<file path="src/rtl/cond_logic.sv">
// cond_logic
//   Condition-execution stage sitting directly after the ALU/control decoder.
//   Holds the architectural NZCV flag register, checks the instruction's
//   condition field against it, and gates the decoder's write strobes. The
//   flags are updated from the ALU under flag_w control, and a sticky status
//   bit records any executed undefined (cond=1111) instruction.
//
// Parameters
//   RESET_FLAGS   NZCV value loaded on reset, order {N,Z,C,V}
//
// Ports
//   clk           system clock, rising edge
//   rst           synchronous, active-high reset (dominates en)
//   en            instruction valid/advance; 0 = stall
//   cond          instruction condition field, instr[31:28]
//   alu_flags     ALU result flags {N,Z,C,V}
//   flag_w        [1] write N,Z ; [0] write C,V
//   pcs           decoder PC-write request
//   reg_w         decoder register-write request
//   mem_w         decoder memory-write request
//   no_write      suppress register write (CMP/CMN/TST/TEQ)
//   pc_src        gated PC write
//   reg_write     gated register-file write
//   mem_write     gated data-memory write
//   cond_ex       condition passed for the current instruction
//   flags         registered NZCV {N,Z,C,V}
//   undef         current instruction has cond=1111 (combinational)
//   undef_sticky  set by any executed undef; cleared only by rst
module cond_logic #(
    parameter logic [3:0] RESET_FLAGS = 4'b0000
) (
    input  logic       clk,
    input  logic       rst,
    input  logic       en,
    input  logic [3:0] cond,
    input  logic [3:0] alu_flags,
    input  logic [1:0] flag_w,
    input  logic       pcs,
    input  logic       reg_w,
    input  logic       mem_w,
    input  logic       no_write,
    output logic       pc_src,
    output logic       reg_write,
    output logic       mem_write,
    output logic       cond_ex,
    output logic [3:0] flags,
    output logic       undef,
    output logic       undef_sticky
);

    logic n_f, z_f, c_f, v_f;
    logic pass;
    logic is_undef;

    assign n_f = flags[3];
    assign z_f = flags[2];
    assign c_f = flags[1];
    assign v_f = flags[0];

    // Condition evaluated against the registered flags, i.e. the flags as
    // they stood before this instruction's own update.
    always_comb begin
        pass = 1'b0;
        unique case (cond)
            4'b0000: pass = z_f;
            4'b0001: pass = ~z_f;
            4'b0010: pass = c_f;
            4'b0011: pass = ~c_f;
            4'b0100: pass = n_f;
            4'b0101: pass = ~n_f;
            4'b0110: pass = v_f;
            4'b0111: pass = ~v_f;
            4'b1000: pass = c_f & ~z_f;
            4'b1001: pass = ~c_f | z_f;
            4'b1010: pass = (n_f == v_f);
            4'b1011: pass = (n_f != v_f);
            4'b1100: pass = ~z_f & (n_f == v_f);
            4'b1101: pass = z_f | (n_f != v_f);
            4'b1110: pass = 1'b1;
            4'b1111: pass = 1'b0;
            default: pass = 1'b0;
        endcase
    end

    assign is_undef = (cond == 4'b1111);

    // Reset forces every combinational status/strobe output low.
    assign cond_ex   = pass & ~rst;
    assign undef     = is_undef & ~rst;

    assign pc_src    = en & cond_ex & pcs;
    assign reg_write = en & cond_ex & reg_w & ~no_write;
    assign mem_write = en & cond_ex & mem_w;

    always_ff @(posedge clk) begin
        if (rst) begin
            flags        <= RESET_FLAGS;
            undef_sticky <= 1'b0;
        end else if (en) begin
            if (cond_ex) begin
                if (flag_w[1]) flags[3:2] <= alu_flags[3:2];
                if (flag_w[0]) flags[1:0] <= alu_flags[1:0];
            end
            if (is_undef) undef_sticky <= 1'b1;
        end
    end

endmodule

</file>
<file path="config.mk">
export PLATFORM = sky130hd
export DESIGN_NAME = cond_logic
export DESIGN_NICKNAME = d
export VERILOG_FILES = /design/src/rtl/cond_logic.sv
export SDC_FILE = /design/constraint.sdc
export NUM_CORES = 1
export LEC_CHECK = 0
export CELL_PAD_IN_SITES_DETAIL_PLACEMENT = 0
export CELL_PAD_IN_SITES_GLOBAL_PLACEMENT = 1
export CORE_ASPECT_RATIO = 1.2
export CORE_MARGIN = 8
export CORE_UTILIZATION = 25
export DETAILED_ROUTE_END_ITERATION = 10
export PLACE_DENSITY_LB_ADDON = 0.1
export SETUP_SLACK_MARGIN = 0.05
export SYNTH_ARGS = -nofsm -noshare
export SYNTH_HDL_FRONTEND = slang
export SYNTH_SLANG_ARGS = --single-unit
</file>
<file path="constraint.sdc">
create_clock -name clk -period 1.99 [get_ports clk]
set_input_delay 0.398 -clock clk [delete_from_list [all_inputs] [get_ports clk]]
set_output_delay 0.398 -clock clk [all_outputs]
set_load 0.005 [all_outputs]
</file>
# After elaboration in Yosys (flattened, before gate mapping)
# Index checks and enable logic that the tools add are counted.
# totals
ff_bits	5
elab_cells	42
# op_classes
n_eq_ne	17
n_mux	1
n_bitwise	17
reduce_logical	4
# ops
op	n
$eq 4x4->1 const B	8
$eq 4x3->1 const B	4
$pmux 1 s16	1
$and 1x1->1	9
$eq 4x2->1 const B	2
$not 1->1	6
$reduce_and 3->1	2
$eq 4x1->1 const B	1
$logic_not 4->1	1
$or 1x1->1	2
$reduce_and 2->1	1
$eq 1x1->1	1
$ne 1x1->1	1

# Longest topological paths before layout
# logic_depth
word_depth	7
depth_mapped	6
mapped_depth_nobuf	5

# Least setup slack after synthesis
# No wires, ideal clock.
# synth_path
path_type	input -> output
from	in cond[2]
to	out reg_write
arrival_ns	1.525
required_time_ns	1.592
path_slack_ns	0.067
stages	6
n_path_buf	1
path_cell_list	buf_6 and4bb_1 nor3_2 o311ai_2 o21ai_1 nor3_1
# synth_via
elab_chain_cells	6
word_cells_on_any_way	21
classes_between	15 x eq/ne; 1 x mux; 4 x bitwise; 1 x reduce/logical
# synth_rtl
element	line_no	text
start, declared	35	input logic [3:0] cond,
$eq 4x4->1, or another cell as far along	64	unique case (cond)
$pmux 1 s16 *	64	
$and 1x1->1 *	88	assign cond_ex = pass & ~rst;
$and 1x1->1 * (3 in a row)	92	assign reg_write = en & cond_ex & reg_w & ~no_write;
end, declared	43	output logic reg_write,
# Every way passes the cells marked *; elsewhere a longest branch is shown, timed or not.

# Final worst setup path
# layout_path
from	reg flags[0]
to	out reg_write
# layout_via
elab_chain_cells	7
word_cells_on_any_way	10
classes_between	2 x eq/ne; 1 x mux; 7 x bitwise
# layout_rtl
element	line_no	text
start, declared	46	output logic [3:0] flags,
start signal, assigned	102	if (flag_w[0]) flags[1:0] <= alu_flags[1:0];
$ne 1x1->1 or $eq 1x1->1 (tied branches)	n/a	
$or 1x1->1 or $and 1x1->1 (tied branches)	78, 77	
$pmux 1 s16 *	64	
$and 1x1->1 *	88	
$and 1x1->1 * (3 in a row)	92	
# Marked as above.

==> tab_implementation.tex <==
\begin{tabular}{lr}
\hline
Metric & Value \\
\hline
\multicolumn{2}{l}{\textbf{Status}} \\
\quad Run status & finished, violations left \\
\quad Violations in the final reports & setup timing \\
\multicolumn{2}{l}{\textbf{Floorplan}} \\
\quad Effective utilization at floorplan & a little over a quarter \\
\quad Die extent in x & $\sim$57 um \\
\quad Die area & 3650 um\^{}2 \\
\quad Number of top-level pins & 27 \\
\quad Row count & 17 \\
\quad Area of the core region & approximately 1900 um\^{}2 \\
\quad Die boundary height & roughly 65 um \\
\multicolumn{2}{l}{\textbf{Setup path}} \\
\quad Req. time, crit path & between 1.5 and 2 ns \\
\quad Worst reg-to-reg setup slack & 0.22 ns \\
\quad Critical-path maximum fanout & 6 \\
\quad Startpoint type of the worst setup path & flip-flop \\
\quad Sequence of cells on the critical path & buf\_4 > nor2\_4 > nor3\_2 > o311ai\_4 > o21ai\_2 > buf\_4 > nor3\_2 > buf\_2 \\
\quad Critical path start-end classification & reg -> out \\
\quad Slowest Stage Delay on Critical Path & approximately 0.36 ns \\
\quad Critical Path Slowest Stage Cell & sky130\_fd\_sc\_hd\_\_dfxtp\_4 \\
\quad Arrival time of the worst setup path & between 1.5 and 2 ns \\
\quad Endpoint kind of the worst setup timing path & output port \\
\multicolumn{2}{l}{\textbf{Detailed routing}} \\
\quad Total routed wirelength & roughly 1800 um \\
\quad First drt pass iteration count & 4 \\
\quad Iteration-0 DRC Markers & 1 \\
\quad Routed length per placed instance & 13.5 um \\
\quad Detailed-route via count & 623 \\
\quad Residual DRC & 0 \\
\quad Via density per instance & $\sim$4.8 \\
\quad Number of nets with antenna violations after detailed routing & 0 \\
\multicolumn{2}{l}{\textbf{Placement}} \\
\quad Port Buffers & 26 \\
\quad HPWL reported at the end of detailed placement & approximately 1300 um \\
\quad Placer's final routability congestion estimate & 0.721 \\
\multicolumn{2}{l}{\textbf{Logic synthesis}} \\
\quad Synth top cells by count & 5 x sky130\_fd\_sc\_hd\_\_dfxtp\_1, 5 x sky130\_fd\_sc\_hd\_\_mux2i\_1, 5 x sky130\_fd\_sc\_hd\_\_nand2\_1, 5 x sky130\_fd\_sc\_hd\_\_nor2\_1 \\
\quad Area share of the largest cell type after synthesis & about a fifth \\
\quad Post-Syn Nets & slightly below 80 \\
\quad Post-Syn Area per Cell & about 8 um\^{}2 \\
\quad Ys async rst share & 0\% \\
\quad Post-Syn Area & slightly below 500 um\^{}2 \\
\quad Library cell with the largest summed area after synthesis & sky130\_fd\_sc\_hd\_\_dfxtp\_1 \\
\quad Share of the yosys chip area belonging to registers & around a fifth \\
\quad Leading cell types by total area after synthesis & sky130\_fd\_sc\_hd\_\_dfxtp\_1 20\%, sky130\_fd\_sc\_hd\_\_mux2i\_1 10\%, sky130\_fd\_sc\_hd\_\_or2b\_1 6.1\% \\
\quad Number of enable flip-flop cells after synthesis & 0 \\
\quad Number of instances in the synthesized netlist & 62 \\
\quad Number of flip-flops and latches in the synthesized netlist & 5 \\
\quad Post-synth top flop & sky130\_fd\_sc\_hd\_\_dfxtp\_1 \\
\quad Yosys warning total & 0 \\
\quad Yosys cell types & 31 \\
\multicolumn{2}{l}{\textbf{STA}} \\
\quad Unrepaired setup endpoints after global routing & yes \\
\quad Timing-limited maximum frequency & 479 MHz \\
\quad Setup Total Neg Slack & -0.325 ns \\
\quad Clock Skew & about 0.0025 ns \\
\quad Fraction of the cycle the final worst path needs & 105\% \\
\quad Minimum period implied by the final worst setup slack & about 2.1 ns \\
\quad Relative slew slack & around three quarters \\
\quad Number of setup violations in the final report & 4 \\
\quad Number of max-slew violations in the final report & 0 \\
\quad Worst Max-Slew Pin Slew & roughly 0.36 ns \\
\quad Total count of hold-check failures in the final report & 0 \\
\quad Setup ws final & -0.0965 ns \\
\multicolumn{2}{l}{\textbf{Clock network}} \\
\quad \# hold bufs at CTS & 0 \\
\quad Clock H-tree levels & 1 \\
\quad Total clock buffers created by CTS & 3 \\
\quad Skew-Pair Late Insertion Delay & between 0.2 and 0.3 ns \\
\quad Root buffer cell & sky130\_fd\_sc\_hd\_\_clkbuf\_4 \\
\quad Max Root-Sink Buffers & 2 \\
\quad Clock input transition at the sequential cells of the worst setup and hold paths & about 0.05 ns \\
\quad TritonCTS clock tree & yes \\
\quad Number of clock sinks & 5 \\
\multicolumn{2}{l}{\textbf{Cells and area}} \\
\quad Layout cells sized above 1 & 48.6\% \\
\quad Fillcell total & 183 \\
\quad Utilization of the core after routing & between 50\% and 60\% \\
\quad Synthesis-to-finish area growth & 105\% \\
\quad Final-stage net count & roughly 130 \\
\quad Diodes inserted & 0 \\
\multicolumn{2}{l}{\textbf{GRT}} \\
\quad Global-route wire length before repair & between 2000 and 3000 um \\
\quad All-layer global routing usage & about 9.1\% \\
\quad Via count of the first global-routing pass & approximately 660 \\
\quad Largest net degree at the start of global routing & 11 \\
\quad Remaining global-route overflow & 0 \\
\quad Initial antenna violation count & 0 \\
\multicolumn{2}{l}{\textbf{Worst hold path}} \\
\quad Classification of the worst-slack hold path & reg -> reg \\
\multicolumn{2}{l}{\textbf{Power}} \\
\quad Worst VDD drop & between 0.3 and 0.4 mV \\
\quad Leakage power of the design & 0.448 nW \\
\quad Power density cells & roughly 380 nW/um\^{}2 \\
\quad Total power after layout & around 380 uW \\
\multicolumn{2}{l}{\textbf{Job}} \\
\quad Max-cap viol count & 0 \\
\hline
\end{tabular}
cells in the final DEF (no fill, tap or decap), types with 2 or more instances in the layout:
cell,n
sky130_fd_sc_hd__nor2_1,2
sky130_fd_sc_hd__nor3_2,3
sky130_fd_sc_hd__o2111ai_1,2
sky130_fd_sc_hd__or2b_1,4
sky130_fd_sc_hd__buf_2,4
sky130_fd_sc_hd__o21ai_2,3
sky130_fd_sc_hd__clkdlybuf4s50_1,17
sky130_fd_sc_hd__a21oi_1,2
sky130_fd_sc_hd__nand2b_1,4
sky130_fd_sc_hd__nand2_1,5
sky130_fd_sc_hd__buf_4,23
sky130_fd_sc_hd__nor2b_1,2
sky130_fd_sc_hd__nor2_2,2
sky130_fd_sc_hd__clkbuf_4,3
sky130_fd_sc_hd__dfxtp_2,3
sky130_fd_sc_hd__buf_6,3
sky130_fd_sc_hd__mux2i_1,4
layout make-up:
| cell class | count | area [um^2] | share of cell area (%) |
|---|---|---|---|
| Tap cell | 19 | 23.8 | 2.35 |
| Multi-Input combinational cell | 51 | 429 | 42.5 |
| Sequential cell | 5 | 108 | 10.6 |
| Inverter | 2 | 7.51 | 0.743 |
| Timing Repair Buffer | 49 | 417 | 41.2 |
| Clock buffer | 4 | 26.3 | 2.60 |
through the flow:
| stage | cell area, um^2 | worst slack (ns) | cells | hold WS [ns] |
|---|---|---|---|---|
| global placement | 862 | -1.09 | 118 | 0.457 |
| global route | 1010 | -0.207 | 130 | 0.518 |
| detailed placement | 862 | -1.13 | 118 | 0.462 |
| finish | 1010 | -0.0965 | 130 | 0.471 |
| CTS | 956 | -0.145 | 129 | 0.476 |
| floorplan | 493 | 0.0671 | 62 | 0.462 |
final timing paths:
path	from	end	cells after the start
worst max register to register	flags[0]$_SDFFE_PP0P_	flags[0]$_SDFFE_PP0P_	6
worst min-delay path	undef_sticky$_SDFFE_PP0P_	undef_sticky$_SDFFE_PP0P_	2
worst max-delay path	flags[0]$_SDFFE_PP0P_	reg_write	8
worst min register to register	undef_sticky$_SDFFE_PP0P_	undef_sticky$_SDFFE_PP0P_	2
what timing repair did:
| action | 4_1_cts | 5_1_grt |
|---|---|---|
| endpoints found under the hold margin | 0 | 0 |
| endpoints found under the setup margin | 9 | 4 |
| pin swaps | 9 | 2 |
| buffers inserted | 7 | 1 |
| resized for setup | 49 | 10 |
cells by family after synthesis:
group,synth area share (%)
mux,10.2
buf+inv,7.11
simple gates,40.4
xor+xnor,3.55
flops,20.3
compound gates,18.5
registers in the layout, summed over array words and instances, names as in the netlist:
| register | count |
|---|---|
| flags | 4 |
| undef_sticky | 1 |
power by group:
| part | switching, mW | leakage, nW | internal (mW) |
|---|---|---|---|
| Sequential | 0.00268 | 0.0427 | 0.102 |
| Clock | 0.0504 | 0.0150 | 0.0764 |
| Combinational | 0.0582 | 0.390 | 0.0916 |
critical path: cells and delay by family (launching register included):
kind                   cells  cell delay, ns
DFF                        1            0.36
and+or+nand+nor            3            0.21
buffers and inverters      3            0.42
AOI/OAI and AO/OA          2            0.43
metal layers:
| metal | wire, um | GRT usage (%) | vias up |
|---|---|---|---|
| met3 | 66 | 1.95 | 3 |
| met1 | 735 | 9.18 | 284 |
| met2 | 927 | 16.5 | 17 |
| li1 | - | - | 319 |
| met5 | 0 | 0 | - |
| met4 | 28 | 6.02 | 0 |
No activity file was read; power rests on OpenSTA's default activity.
